[config.mk]
export PLATFORM = sky130hd
export DESIGN_NAME = pipeline_sequencer_flat
export DESIGN_NICKNAME = d
export VERILOG_FILES = /design/src/rtl/pipeline_sequencer_pkg.sv /design/src/rtl/pipeline_sequencer_if.sv /design/src/rtl/pipeline_sequencer_hazard_detect.sv /design/src/rtl/pipeline_sequencer.sv /design/src/flat_wrapper.sv
export SDC_FILE = /design/constraint.sdc
export NUM_CORES = 1
export LEC_CHECK = 0
export BUFFER_PORTS_ARGS = -buffer_cell sky130_fd_sc_hd__buf_4
export CORE_MARGIN = 2
export CORE_UTILIZATION = 45
export DETAILED_ROUTE_END_ITERATION = 8
export GPL_TIMING_DRIVEN = 0
export PLACE_DENSITY = 0.78
export SLEW_MARGIN = 0
export SYNTH_ARGS = -nofsm -noshare
export SYNTH_HDL_FRONTEND = slang
export SYNTH_SLANG_ARGS = --single-unit
[constraint.sdc]
create_clock -name clk_i -period 2.99 [get_ports clk_i]
set_input_delay 0.299 -clock clk_i [delete_from_list [all_inputs] [get_ports clk_i]]
set_output_delay 0.299 -clock clk_i [all_outputs]
set_load 0.05 [all_outputs]
[src/rtl/pipeline_sequencer_pkg.sv]
// rtl/pipeline_sequencer_pkg.sv - shared types and constants for the pipeline sequencer
package pipeline_sequencer_pkg;

  typedef enum logic {
    ST_RUN      = 1'b0,
    ST_MEM_WAIT = 1'b1
  } seq_state_e;

  typedef enum logic [1:0] {
    FWD_REG = 2'd0,
    FWD_EXE = 2'd1,
    FWD_MEM = 2'd2
  } fwd_sel_e;

  localparam logic HAZ_SEL_NOFWD = 1'b0;
  localparam logic HAZ_SEL_FWD   = 1'b1;
  localparam int   WCNT_W        = 8;

  function automatic logic tag_hit(logic wb_en, logic [3:0] dst, logic [3:0] src);
    return wb_en && (dst == src);
  endfunction

endpackage

[src/rtl/pipeline_sequencer_if.sv]
// rtl/pipeline_sequencer_if.sv - stage tags in, hold/flush controls and counters out
interface pipeline_sequencer_if #(parameter int CNT_W = 16);

  logic             fwd_en;
  logic             id_valid;
  logic [3:0]       id_src1;
  logic [3:0]       id_src2;
  logic             id_two_src;
  logic [3:0]       exe_dst;
  logic [3:0]       mem_dst;
  logic             exe_wb_en;
  logic             mem_wb_en;
  logic             exe_mem_read;
  logic             branch_taken;
  logic             mem_req;
  logic             sram_ready;
  logic             cnt_clr;
  logic             freeze_pc;
  logic             bubble_id;
  logic             flush;
  logic             freeze_all;
  logic             mem_abort;
  logic             mem_error;
  logic [CNT_W-1:0] stall_cnt;
  logic [CNT_W-1:0] wait_cnt_total;
  logic [CNT_W-1:0] flush_cnt;

  modport master (
    output fwd_en, id_valid, id_src1, id_src2, id_two_src, exe_dst, mem_dst,
           exe_wb_en, mem_wb_en, exe_mem_read, branch_taken, mem_req, sram_ready, cnt_clr,
    input  freeze_pc, bubble_id, flush, freeze_all, mem_abort, mem_error,
           stall_cnt, wait_cnt_total, flush_cnt
  );

  modport slave (
    input  fwd_en, id_valid, id_src1, id_src2, id_two_src, exe_dst, mem_dst,
           exe_wb_en, mem_wb_en, exe_mem_read, branch_taken, mem_req, sram_ready, cnt_clr,
    output freeze_pc, bubble_id, flush, freeze_all, mem_abort, mem_error,
           stall_cnt, wait_cnt_total, flush_cnt
  );

endinterface

[src/rtl/pipeline_sequencer_hazard_detect.sv]
// rtl/pipeline_sequencer_hazard_detect.sv - combinational load-use / RAW hazard detection
module pipeline_sequencer_hazard_detect
  import pipeline_sequencer_pkg::*;
(
  input  logic       fwd_en_i,
  input  logic       id_valid_i,
  input  logic [3:0] id_src1_i,
  input  logic [3:0] id_src2_i,
  input  logic       id_two_src_i,
  input  logic [3:0] exe_dst_i,
  input  logic [3:0] mem_dst_i,
  input  logic       exe_wb_en_i,
  input  logic       mem_wb_en_i,
  input  logic       exe_mem_read_i,
  output logic       hazard_o
);

  logic exe_hit;
  logic mem_hit;

  always_comb begin
    exe_hit  = id_valid_i && (tag_hit(exe_wb_en_i, exe_dst_i, id_src1_i) ||
                              (id_two_src_i && tag_hit(exe_wb_en_i, exe_dst_i, id_src2_i)));
    mem_hit  = id_valid_i && (tag_hit(mem_wb_en_i, mem_dst_i, id_src1_i) ||
                              (id_two_src_i && tag_hit(mem_wb_en_i, mem_dst_i, id_src2_i)));
    hazard_o = 1'b0;
    // With forwarding only a load in EXE cannot be bypassed in time.
    case (fwd_en_i)
      HAZ_SEL_FWD:   hazard_o = exe_hit && exe_mem_read_i;
      HAZ_SEL_NOFWD: hazard_o = exe_hit || mem_hit;
    endcase
  end

endmodule

[src/rtl/pipeline_sequencer.sv]
// rtl/pipeline_sequencer.sv - prioritised stall/flush/freeze control with saturating perf counters
module pipeline_sequencer
  import pipeline_sequencer_pkg::*;
#(
  parameter int CNT_W       = 16,
  parameter int MEM_TIMEOUT = 255
) (
  input logic                clk_i,
  input logic                rst_n_i,
  pipeline_sequencer_if.slave bus
);

  localparam logic [WCNT_W-1:0] TIMEOUT = WCNT_W'(MEM_TIMEOUT);
  localparam logic [CNT_W-1:0]  CNT_MAX = {CNT_W{1'b1}};

  seq_state_e        state_q, state_d;
  logic [WCNT_W-1:0] wcnt_q, wcnt_d;
  logic              mem_error_q, mem_error_d;
  logic [CNT_W-1:0]  stall_cnt_q, stall_cnt_d;
  logic [CNT_W-1:0]  wait_cnt_q, wait_cnt_d;
  logic [CNT_W-1:0]  flush_cnt_q, flush_cnt_d;
  logic              hazard;
  logic              freeze_all;
  logic              mem_abort;
  logic              freeze_pc;
  logic              bubble_id;
  logic              flush;

  pipeline_sequencer_hazard_detect u_hazard (
    .fwd_en_i       (bus.fwd_en),
    .id_valid_i     (bus.id_valid),
    .id_src1_i      (bus.id_src1),
    .id_src2_i      (bus.id_src2),
    .id_two_src_i   (bus.id_two_src),
    .exe_dst_i      (bus.exe_dst),
    .mem_dst_i      (bus.mem_dst),
    .exe_wb_en_i    (bus.exe_wb_en),
    .mem_wb_en_i    (bus.mem_wb_en),
    .exe_mem_read_i (bus.exe_mem_read),
    .hazard_o       (hazard)
  );

  always_comb begin
    state_d     = state_q;
    wcnt_d      = wcnt_q;
    mem_error_d = mem_error_q;
    freeze_all  = 1'b0;
    mem_abort   = 1'b0;
    unique case (state_q)
      ST_RUN: begin
        if (bus.mem_req && !bus.sram_ready) begin
          freeze_all = 1'b1;
          state_d    = ST_MEM_WAIT;
          wcnt_d     = WCNT_W'(1);
        end
      end
      ST_MEM_WAIT: begin
        if (bus.sram_ready) begin
          state_d = ST_RUN;
        end else if (wcnt_q == TIMEOUT) begin
          // Abort releases the pipeline this cycle so it can make progress.
          mem_abort   = 1'b1;
          mem_error_d = 1'b1;
          state_d     = ST_RUN;
        end else begin
          freeze_all = 1'b1;
          wcnt_d     = wcnt_q + WCNT_W'(1);
        end
      end
      default: state_d = ST_RUN;
    endcase
  end

  // Frozen cycles leave branch/hazard inputs parked; they act once the freeze drops.
  always_comb begin
    freeze_pc = 1'b0;
    bubble_id = 1'b0;
    flush     = 1'b0;
    if (!freeze_all) begin
      if (bus.branch_taken) begin
        flush = 1'b1;
      end else if (hazard) begin
        freeze_pc = 1'b1;
        bubble_id = 1'b1;
      end
    end
  end

  always_comb begin
    stall_cnt_d = stall_cnt_q;
    wait_cnt_d  = wait_cnt_q;
    flush_cnt_d = flush_cnt_q;
    if (bus.cnt_clr) begin
      stall_cnt_d = '0;
      wait_cnt_d  = '0;
      flush_cnt_d = '0;
    end else begin
      if (bubble_id && stall_cnt_q != CNT_MAX) stall_cnt_d = stall_cnt_q + 1'b1;
      if (freeze_all && wait_cnt_q != CNT_MAX) wait_cnt_d = wait_cnt_q + 1'b1;
      if (flush && flush_cnt_q != CNT_MAX)     flush_cnt_d = flush_cnt_q + 1'b1;
    end
  end

  always_ff @(posedge clk_i or negedge rst_n_i) begin
    if (!rst_n_i) begin
      state_q     <= ST_RUN;
      wcnt_q      <= '0;
      mem_error_q <= 1'b0;
      stall_cnt_q <= '0;
      wait_cnt_q  <= '0;
      flush_cnt_q <= '0;
    end else begin
      state_q     <= state_d;
      wcnt_q      <= wcnt_d;
      mem_error_q <= mem_error_d;
      stall_cnt_q <= stall_cnt_d;
      wait_cnt_q  <= wait_cnt_d;
      flush_cnt_q <= flush_cnt_d;
    end
  end

  assign bus.freeze_pc      = freeze_pc;
  assign bus.bubble_id      = bubble_id;
  assign bus.flush          = flush;
  assign bus.freeze_all     = freeze_all;
  assign bus.mem_abort      = mem_abort;
  assign bus.mem_error      = mem_error_q;
  assign bus.stall_cnt      = stall_cnt_q;
  assign bus.wait_cnt_total = wait_cnt_q;
  assign bus.flush_cnt      = flush_cnt_q;

endmodule

[src/flat_wrapper.sv]
// flat-port wrapper written by rule: the top's interface ports become plain ports
module pipeline_sequencer_flat import pipeline_sequencer_pkg::*;
#(
  parameter int CNT_W       = 16,
  parameter int MEM_TIMEOUT = 255
)
  (clk_i, rst_n_i, bus_fwd_en, bus_id_valid, bus_id_src1, bus_id_src2, bus_id_two_src, bus_exe_dst, bus_mem_dst, bus_exe_wb_en, bus_mem_wb_en, bus_exe_mem_read, bus_branch_taken, bus_mem_req, bus_sram_ready, bus_cnt_clr, bus_freeze_pc, bus_bubble_id, bus_flush, bus_freeze_all, bus_mem_abort, bus_mem_error, bus_stall_cnt, bus_wait_cnt_total, bus_flush_cnt);
  pipeline_sequencer_if #(.CNT_W(CNT_W)) bus_i ();
  input logic clk_i;
  input logic rst_n_i;
  input wire logic [$bits(bus_i.fwd_en)-1:0] bus_fwd_en;
  input wire logic [$bits(bus_i.id_valid)-1:0] bus_id_valid;
  input wire logic [$bits(bus_i.id_src1)-1:0] bus_id_src1;
  input wire logic [$bits(bus_i.id_src2)-1:0] bus_id_src2;
  input wire logic [$bits(bus_i.id_two_src)-1:0] bus_id_two_src;
  input wire logic [$bits(bus_i.exe_dst)-1:0] bus_exe_dst;
  input wire logic [$bits(bus_i.mem_dst)-1:0] bus_mem_dst;
  input wire logic [$bits(bus_i.exe_wb_en)-1:0] bus_exe_wb_en;
  input wire logic [$bits(bus_i.mem_wb_en)-1:0] bus_mem_wb_en;
  input wire logic [$bits(bus_i.exe_mem_read)-1:0] bus_exe_mem_read;
  input wire logic [$bits(bus_i.branch_taken)-1:0] bus_branch_taken;
  input wire logic [$bits(bus_i.mem_req)-1:0] bus_mem_req;
  input wire logic [$bits(bus_i.sram_ready)-1:0] bus_sram_ready;
  input wire logic [$bits(bus_i.cnt_clr)-1:0] bus_cnt_clr;
  output wire logic [$bits(bus_i.freeze_pc)-1:0] bus_freeze_pc;
  output wire logic [$bits(bus_i.bubble_id)-1:0] bus_bubble_id;
  output wire logic [$bits(bus_i.flush)-1:0] bus_flush;
  output wire logic [$bits(bus_i.freeze_all)-1:0] bus_freeze_all;
  output wire logic [$bits(bus_i.mem_abort)-1:0] bus_mem_abort;
  output wire logic [$bits(bus_i.mem_error)-1:0] bus_mem_error;
  output wire logic [$bits(bus_i.stall_cnt)-1:0] bus_stall_cnt;
  output wire logic [$bits(bus_i.wait_cnt_total)-1:0] bus_wait_cnt_total;
  output wire logic [$bits(bus_i.flush_cnt)-1:0] bus_flush_cnt;
  assign bus_i.fwd_en = bus_fwd_en;
  assign bus_i.id_valid = bus_id_valid;
  assign bus_i.id_src1 = bus_id_src1;
  assign bus_i.id_src2 = bus_id_src2;
  assign bus_i.id_two_src = bus_id_two_src;
  assign bus_i.exe_dst = bus_exe_dst;
  assign bus_i.mem_dst = bus_mem_dst;
  assign bus_i.exe_wb_en = bus_exe_wb_en;
  assign bus_i.mem_wb_en = bus_mem_wb_en;
  assign bus_i.exe_mem_read = bus_exe_mem_read;
  assign bus_i.branch_taken = bus_branch_taken;
  assign bus_i.mem_req = bus_mem_req;
  assign bus_i.sram_ready = bus_sram_ready;
  assign bus_i.cnt_clr = bus_cnt_clr;
  assign bus_freeze_pc = bus_i.freeze_pc;
  assign bus_bubble_id = bus_i.bubble_id;
  assign bus_flush = bus_i.flush;
  assign bus_freeze_all = bus_i.freeze_all;
  assign bus_mem_abort = bus_i.mem_abort;
  assign bus_mem_error = bus_i.mem_error;
  assign bus_stall_cnt = bus_i.stall_cnt;
  assign bus_wait_cnt_total = bus_i.wait_cnt_total;
  assign bus_flush_cnt = bus_i.flush_cnt;
  pipeline_sequencer #(.CNT_W(CNT_W), .MEM_TIMEOUT(MEM_TIMEOUT)) u_core (.clk_i(clk_i), .rst_n_i(rst_n_i), .bus(bus_i));
endmodule
==> results of run 1 <==
==> synthesized netlist by cell type (3+ instances only) <==
master,count
mux2_2,5
ha_1,4
or4_1,6
nor3b_1,5
o21ai_0,9
inv_1,10
nor2b_1,6
nor2_1,45
o31ai_1,6
nor4_1,4
nand4_1,19
a21oi_1,14
or3_1,7
nor3_1,14
xnor2_1,16
and4_1,6
xor2_1,31
dfrtp_1,58
nand3_1,14
or2_2,3
and2_1,4
nand2_1,19
a31oi_1,3
clkbuf_1,8
and3_1,10
==> worst max path at each step <==
stage | slack (ns) | endpoint | cells after the start
finish | 0.36 | bus_freeze_pc | 8
global placement | 0.50 | bus_freeze_pc | 10
global route | 0.17 | bus_freeze_pc | 8
floorplan | 0.26 | bus_freeze_pc | 8
CTS | 0.33 | bus_freeze_pc | 8
detailed placement | 0.41 | bus_freeze_pc | 10
==> layout by cell type (no fill, tap or decap), drive strengths merged, types with 6 or more instances in the layout <==
cell,Yosys,layout
nor2b,6,6
or3,7,7
dfrtp,58,58
or4,6,6
and3,10,10
xnor2,16,16
a21oi,14,14
o31ai,6,6
nor2,45,45
clkbuf,8,17
nor3,14,14
xor2,31,31
nand3,15,15
inv,10,10
nand4,20,20
buf,5,86
o21ai,9,9
nand2,19,19
and4,6,6
==> power by group through the flow <==
stage	Sequential (µW)	Clock, µW	Combinational (µW)
detailed placement	847	0	207
global route	836	1020	228
CTS	833	979	207
global placement	846	0	199
finish	834	960	205
floorplan	859	0	98.8
==> per-layer routing <==
| layer | up-vias | routed length [µm] |
|---|---|---|
| met2 | 87 | 3836 |
| met5 | - | 0 |
| met3 | 12 | 468 |
| met4 | 0 | 99 |
| li1 | 1416 | - |
| met1 | 1389 | 3340 |
==> per-stage QoR <==
| stage | instances | total power (µW) |
|---|---|---|
| floorplan | 347 | 957.4 |
| global placement | 527 | 1045 |
| detailed placement | 527 | 1054 |
| CTS | 543 | 2019 |
| global route | 543 | 2084 |
| finish | 543 | 1999 |
==> state kept, by name, summed over array words and instances, names as in the netlist <==
name / count
u_core.bus.stall_cnt: 16
u_core.bus.flush_cnt: 16
u_core.bus.mem_error: 1
u_core.wcnt_q: 8
u_core.state_q: 1
u_core.bus.wait_cnt_total: 16
==> logic make-up after synthesis <==
group,synth area share
adder cells (fa/ha/maj),0.01525
AND/OR/NAND/NOR,0.2726
multiplexers,0.02325
buffers and inverters,0.03355
XOR/XNOR,0.1254
flip-flops,0.4422
AO/OA/AOI/OAI,0.08768
==> worst register-to-register path: cells and delay by family, from the launching register on <==
family	cells	cell delay (ns)
AND/OR/NAND/NOR	4	0.69
buffers and inverters	2	0.34
adder cells (fa/ha/maj)	1	0.25
multiplexers	1	0.36
flip-flops	1	0.40
AO/OA/AOI/OAI	1	0.28
==> cell type report <==
type	count	share of cell area
sequential	58	0.3392
buffer	13	0.01696
inverter	10	0.008772
multi-input combinational	266	0.4020
clock inverter	7	0.03304
timing repair buffer	81	0.1421
tap	99	0.02895
clock buffer	9	0.02895
==> impl_metrics.json, run 1 <==
{
  "status": "completed",
  "slowest_stage": "dfrtp_1",
  "wl_per_cell_um": 14.26,
  "path_class": "reg2out",
  "worstPathArrival_ns": 2.33,
  "clkSinkCount": 58,
  "fp.dieH_um": 89.40,
  "grt_overflow_total": 0,
  "crit_path_cell_trace": "ha_1 > nand4_1 > o21bai_4 > and3_1 > buf_4 > nor2b_1 > buf_4 > buf_4",
  "grt_util_all_layers": 0.2084,
  "cpPeakStageDelay_ns": 0.40,
  "synth_area_leaders": "dfrtp_1 44%, xor2_1 8.3%, nor2_1 5.1%, xnor2_1 4.3%, nand4_1 3.6%",
  "startpoint_type": "flop",
  "yosysSeqAreaShare": 0.4422,
  "final_util": 0.5963,
  "power.switching_uw": 476.3,
  "async_reset_ff_frac": 1.000,
  "cp-startpoint": "u_core.wcnt_q[1]",
  "core_area_mm2": 0.007176,
  "ctsHtreeMaxLevel": 3,
  "power_density_mw_per_mm2": 467.1,
  "clkPwrFrac": 0.480,
  "tightestPinTransition_ns": 0.7515,
  "grt_use_met3": 0.06556,
  "hold_ws_ns": 0.03713,
  "grtUsageMet1": 0.2670,
  "clk_latency_ns": 0.34,
  "drive_above_1_share": 0.2613,
  "seq_power_share": 0.417,
  "cts_tree": "yes",
  "top_usage_layer": "met2",
  "use_met2": 0.3434,
  "io_pins": 82,
  "reg2reg_slack_ns": 0.55,
  "grt_max_degree": 59,
  "seqCellArea_mm2": 0.001451,
  "ctsHoldBuffers": 0,
  "drt_wl_total_um": 7745,
  "cts.path.max_buffers": 2,
  "crit_family": "simple AND/OR/NAND/NOR gates",
  "fin_ws_ns": 0.3586,
  "synth_area_per_cell_um2": 9.458,
  "die_w_um": 89.40,
  "synth_area_mm2": 0.003282,
  "timing.slew.headroom": 0.4990,
  "numCtsBuffers": 9,
  "areaGrowthSynthToFinish_pct": 30.38,
  "synth_area_leader_cell": "dfrtp_1",
  "ys.flop_type": "dfrtp_1",
  "antenna_found_initial": 0,
  "reg2regPathDepth": 9,
  "synth-seq-cells": 58,
  "vias": 2904,
  "r2r_start": "u_core.wcnt_q[1]",
  "netlist.area_leader.share": 0.4422,
  "dp.final_hpwl_um": 5633,
  "setup_tns_ns": 0,
  "peakVddDrop_uv": 227.9,
  "hold_violations": 0,
  "rows": 31,
  "cp_num_buf_inv": 3,
  "required_ns": 2.69,
  "crit_path_end_kind": "output pin",
  "finClkSkew_ns": 0.01297,
  "comb_power_share": 0.103,
  "rsz0062_at_grt": "no",
  "placed_cell_area_mm2": 0.004014,
  "p_leak_uw": 0.001921,
  "viasPerCell": 5.348,
  "dr.pass1.iters": 4,
  "finalNetCount": 471,
  "grt_pass1_wl_um": 12900,
  "post-route-drc-count": 0,
  "intPower_uw": 1522,
  "multi_input_area_mm2": 0.001720,
  "synth_fp_nets": 379,
  "final-setup-viol-count": 0,
  "cpMostUsedCell": "buf_4",
  "root_buffer": "clkbuf_8",
  "slew_viol_final": 0,
  "netSwitchingFraction": 0.2383,
  "ant_nets": 0,
  "maxCapViolations": 0,
  "io_buffers": 81,
  "ys_warn_count": 0,
  "fillers": 635,
  "post-route-min-period_ns": 2.631,
  "min_path_type": "in2async",
  "die_area_mm2": 0.007992,
  "postCtsSetupRepairBufs": 0,
  "n_antenna_cell": 0,
  "cts-resized-gates": 0,
  "synth_cells": 347,
  "place.gp.congestion": 0.8471,
  "drt_first_iter_violations": 100,
  "critPathMaxFanout": 9,
  "synth-edff-count": 0,
  "stdcell_area_mm2": 0.004279,
  "r2r-end": "u_core.bus.stall_cnt[6]",
  "fin_crit_sh": 0.8801,
  "grt_pass1_vias": 2838,
  "cts.clk_slew.worst_paths_ns": 0.07,
  "fmax_ghz": 0.3800,
  "yosysUniqueCellTypes": 42,
  "start_util": 0.4574,
  "dp_worst_setup_slack_ns": 0.4107
}
Power figures use the tool's default switching activity.
==> run 2, diff against run 1 <==
Settings changed: PLACE_DENSITY 0.78 to 0.77, SYNTH_HIERARCHICAL set to 1.
Clock period 2.99 ns to 2.5 ns, I/O delays scaled along.
==> impl_metrics.json, run 2 <==
{
  "grt_util_all_layers": 0.2321,
  "cpPeakStageDelay_ns": 0.33,
  "crit_path_cell_trace": "buf_2 > nand4_1 > o21ai_4 > inv_2 > buf_2 > nor2_4 > buf_4 > buf_4",
  "vias": 3738,
  "clkSinkCount": 58,
  "synth-seq-cells": 58,
  "maxCapViolations": 0,
  "worstPathArrival_ns": 2.12,
  "hold_violations": 53,
  "wl_per_cell_um": 16.49,
  "drive_above_1_share": 0.2860,
  "place.gp.congestion": 0.8461,
  "numCtsBuffers": 9,
  "synth_common_cells": "58 x dfrtp_1, 43 x nor2_1, 33 x mux2_2, 33 x nor2b_1, 30 x nor4_1",
  "ant_nets": 0,
  "ys.flop_type": "dfrtp_1",
  "finClkSkew_ns": 0.006814,
  "grt_pass1_wl_um": 16850,
  "slew_viol_final": 0,
  "p_leak_uw": 0.002025,
  "io_pins": 82,
  "grt_overflow_total": 0,
  "cts.clk_slew.worst_paths_ns": 0.07,
  "synth_cells": 424,
  "timing.slew.headroom": 0.4037,
  "drt_wl_total_um": 10330,
  "post-route-drc-count": 0,
  "required_ns": 2.25,
  "hold_ws_ns": -0.02720,
  "async_reset_ff_frac": 1.000,
  "finalNetCount": 548,
  "violations": "hold timing",
  "synth_area_per_cell_um2": 9.030,
  "grt_pass1_vias": 3480,
  "fmax_ghz": 0.4212,
  "synth_fp_nets": 456,
  "n_antenna_cell": 0,
  "startpoint_type": "flop",
  "yosysMostFrequentCell": "dfrtp_1",
  "synth_area_leader_cell": "dfrtp_1",
  "core_area_mm2": 0.008217,
  "synth-edff-count": 0,
  "dp.final_hpwl_um": 7438,
  "io_buffers": 80,
  "dr.pass1.iters": 5,
  "final-setup-viol-count": 0,
  "antenna_found_initial": 0,
  "power_density_mw_per_mm2": 446.9,
  "path_class": "reg2out",
  "fin_crit_sh": 0.9496,
  "crit_path_end_kind": "output pin",
  "cts.path.max_buffers": 2,
  "cts_tree": "yes",
  "final_util": 0.5817,
  "post-route-min-period_ns": 2.374,
  "die_w_um": 96.24,
  "status": "finished, violations left",
  "rows": 33,
  "layout_common_cells": "83 x buf_4, 56 x dfrtp_1, 42 x nor2_1, 33 x mux2_2, 33 x nor2b_1",
  "peakVddDrop_uv": 230.6,
  "ctsHoldBuffers": 0,
  "netlist.area_leader.share": 0.3791,
  "fp.dieH_um": 96.24,
  "synth_area_mm2": 0.003829,
  "start_util": 0.4660,
  "final_common_cell": "buf_4",
  "ys_warn_count": 6,
  "min_path_type": "in2async",
  "tightestPinTransition_ns": 0.8870,
  "placed_cell_area_mm2": 0.004568,
  "clk_latency_ns": 0.34,
  "slowest_stage": "dfrtp_1",
  "die_area_mm2": 0.009262,
  "rsz0062_at_grt": "no",
  "grt_max_degree": 59,
  "synth_area_leaders": "dfrtp_1 38%, mux2_2 9.7%, nor2b_1 5.4%, nor4_1 4.9%, nor2_1 4.2%",
  "ctsHtreeMaxLevel": 3,
  "setup_tns_ns": 0,
  "yosysUniqueCellTypes": 52,
  "areaGrowthSynthToFinish_pct": 24.84,
  "drt_first_iter_violations": 263,
  "stdcell_area_mm2": 0.004780,
  "critPathMaxFanout": 20,
  "root_buffer": "clkbuf_8",
  "viasPerCell": 5.971,
  "yosysSeqAreaShare": 0.3791
}
[run 2: changes by cell type after synthesis, moves of 8 or more]
cell	delta
xor2_1	-25
mux2_2	+28
clkbuf_1	+8
nor3_1	-8
nand3_1	+11
nor2b_1	+27
nor4_1	+26
[run 2: routing by layer]
| metal | up-vias | track usage | wire length (µm) |
|---|---|---|---|
| met3 | 19 | 0.03289 | 544 |
| met4 | 0 | 0.08214 | 174 |
| met2 | 124 | 0.3715 | 5075 |
| met5 | - | 0 | 0 |
| li1 | 1773 | - | - |
| met1 | 1822 | 0.3205 | 4530 |
[run 2: cells by family after synthesis]
kind of cell    Yosys count  synth area share
compound gates           52           0.09706
xor+xnor                 20           0.04575
fa+ha+maj                 4           0.01307
buf+inv                  35           0.03889
flops                    58            0.3791
mux                      34           0.09967
simple gates            221            0.3265
[run 2: worst max-delay path, delay by kind of cell (launching register included)]
family          cells  cell delay [ns]
buf+inv             5             0.81
simple gates        2             0.40
flops               1             0.33
compound gates      1             0.24
[run 2: cell type report]
type	count	area, µm²
plain buffers	24	107.6
clock buffers	10	127.6
clock inverters	6	57.56
fillers	732	3437
inverters	10	37.54
multi-input cells	331	2248
flip-flops and latches	58	1454
well taps	105	131.4
repair buffers	82	615.6
[run 2: what timing repair did]
action,CTS,global route
buffers inserted,1,1
setup endpoints to repair,3,2
resized for setup,2,4
pin swaps,1,1
[run 2: report_power, final]
part	internal [µW]	switching, µW	total, µW
logic	113	176	289
clock network	453	391	845
registers	963	39.8	1000
total	1530	607	2140
[run 2: worst paths after layout]
path | from | to | slack, ns | depth (start not counted)
max in group asynchronous | rst_n_i | u_core/wcnt_q[1] | 2.00 | 1
hold / removal | rst_n_i | u_core/bus.wait_cnt_total[9] | -0.03 | 1
setup / recovery | u_core/state_q | bus_freeze_pc | 0.13 | 8
min in group clk_i | bus_branch_taken | u_core/bus.flush_cnt[3] | 0.18 | 3
setup reg to reg | u_core/bus.stall_cnt[0] | u_core/bus.stall_cnt[9] | 0.24 | 6
hold reg to reg | u_core/bus.mem_error | u_core/bus.mem_error | 0.47 | 1
[run 2: metrics by stage]
stage | std cells | hold slack (ns) | setup WS [ns] | total power [µW]
final | 626 | -0.02720 | 0.1260 | 2136
after global routing | 626 | 0.04076 | 0.01070 | 2229
after CTS | 626 | 0.001965 | 0.01802 | 2153
after detailed placement | 609 | 0.3722 | 0.005086 | 1294
after global placement | 609 | 0.3695 | 0.04451 | 1281
after floorplan | 424 | -0.04559 | 0.1426 | 1171
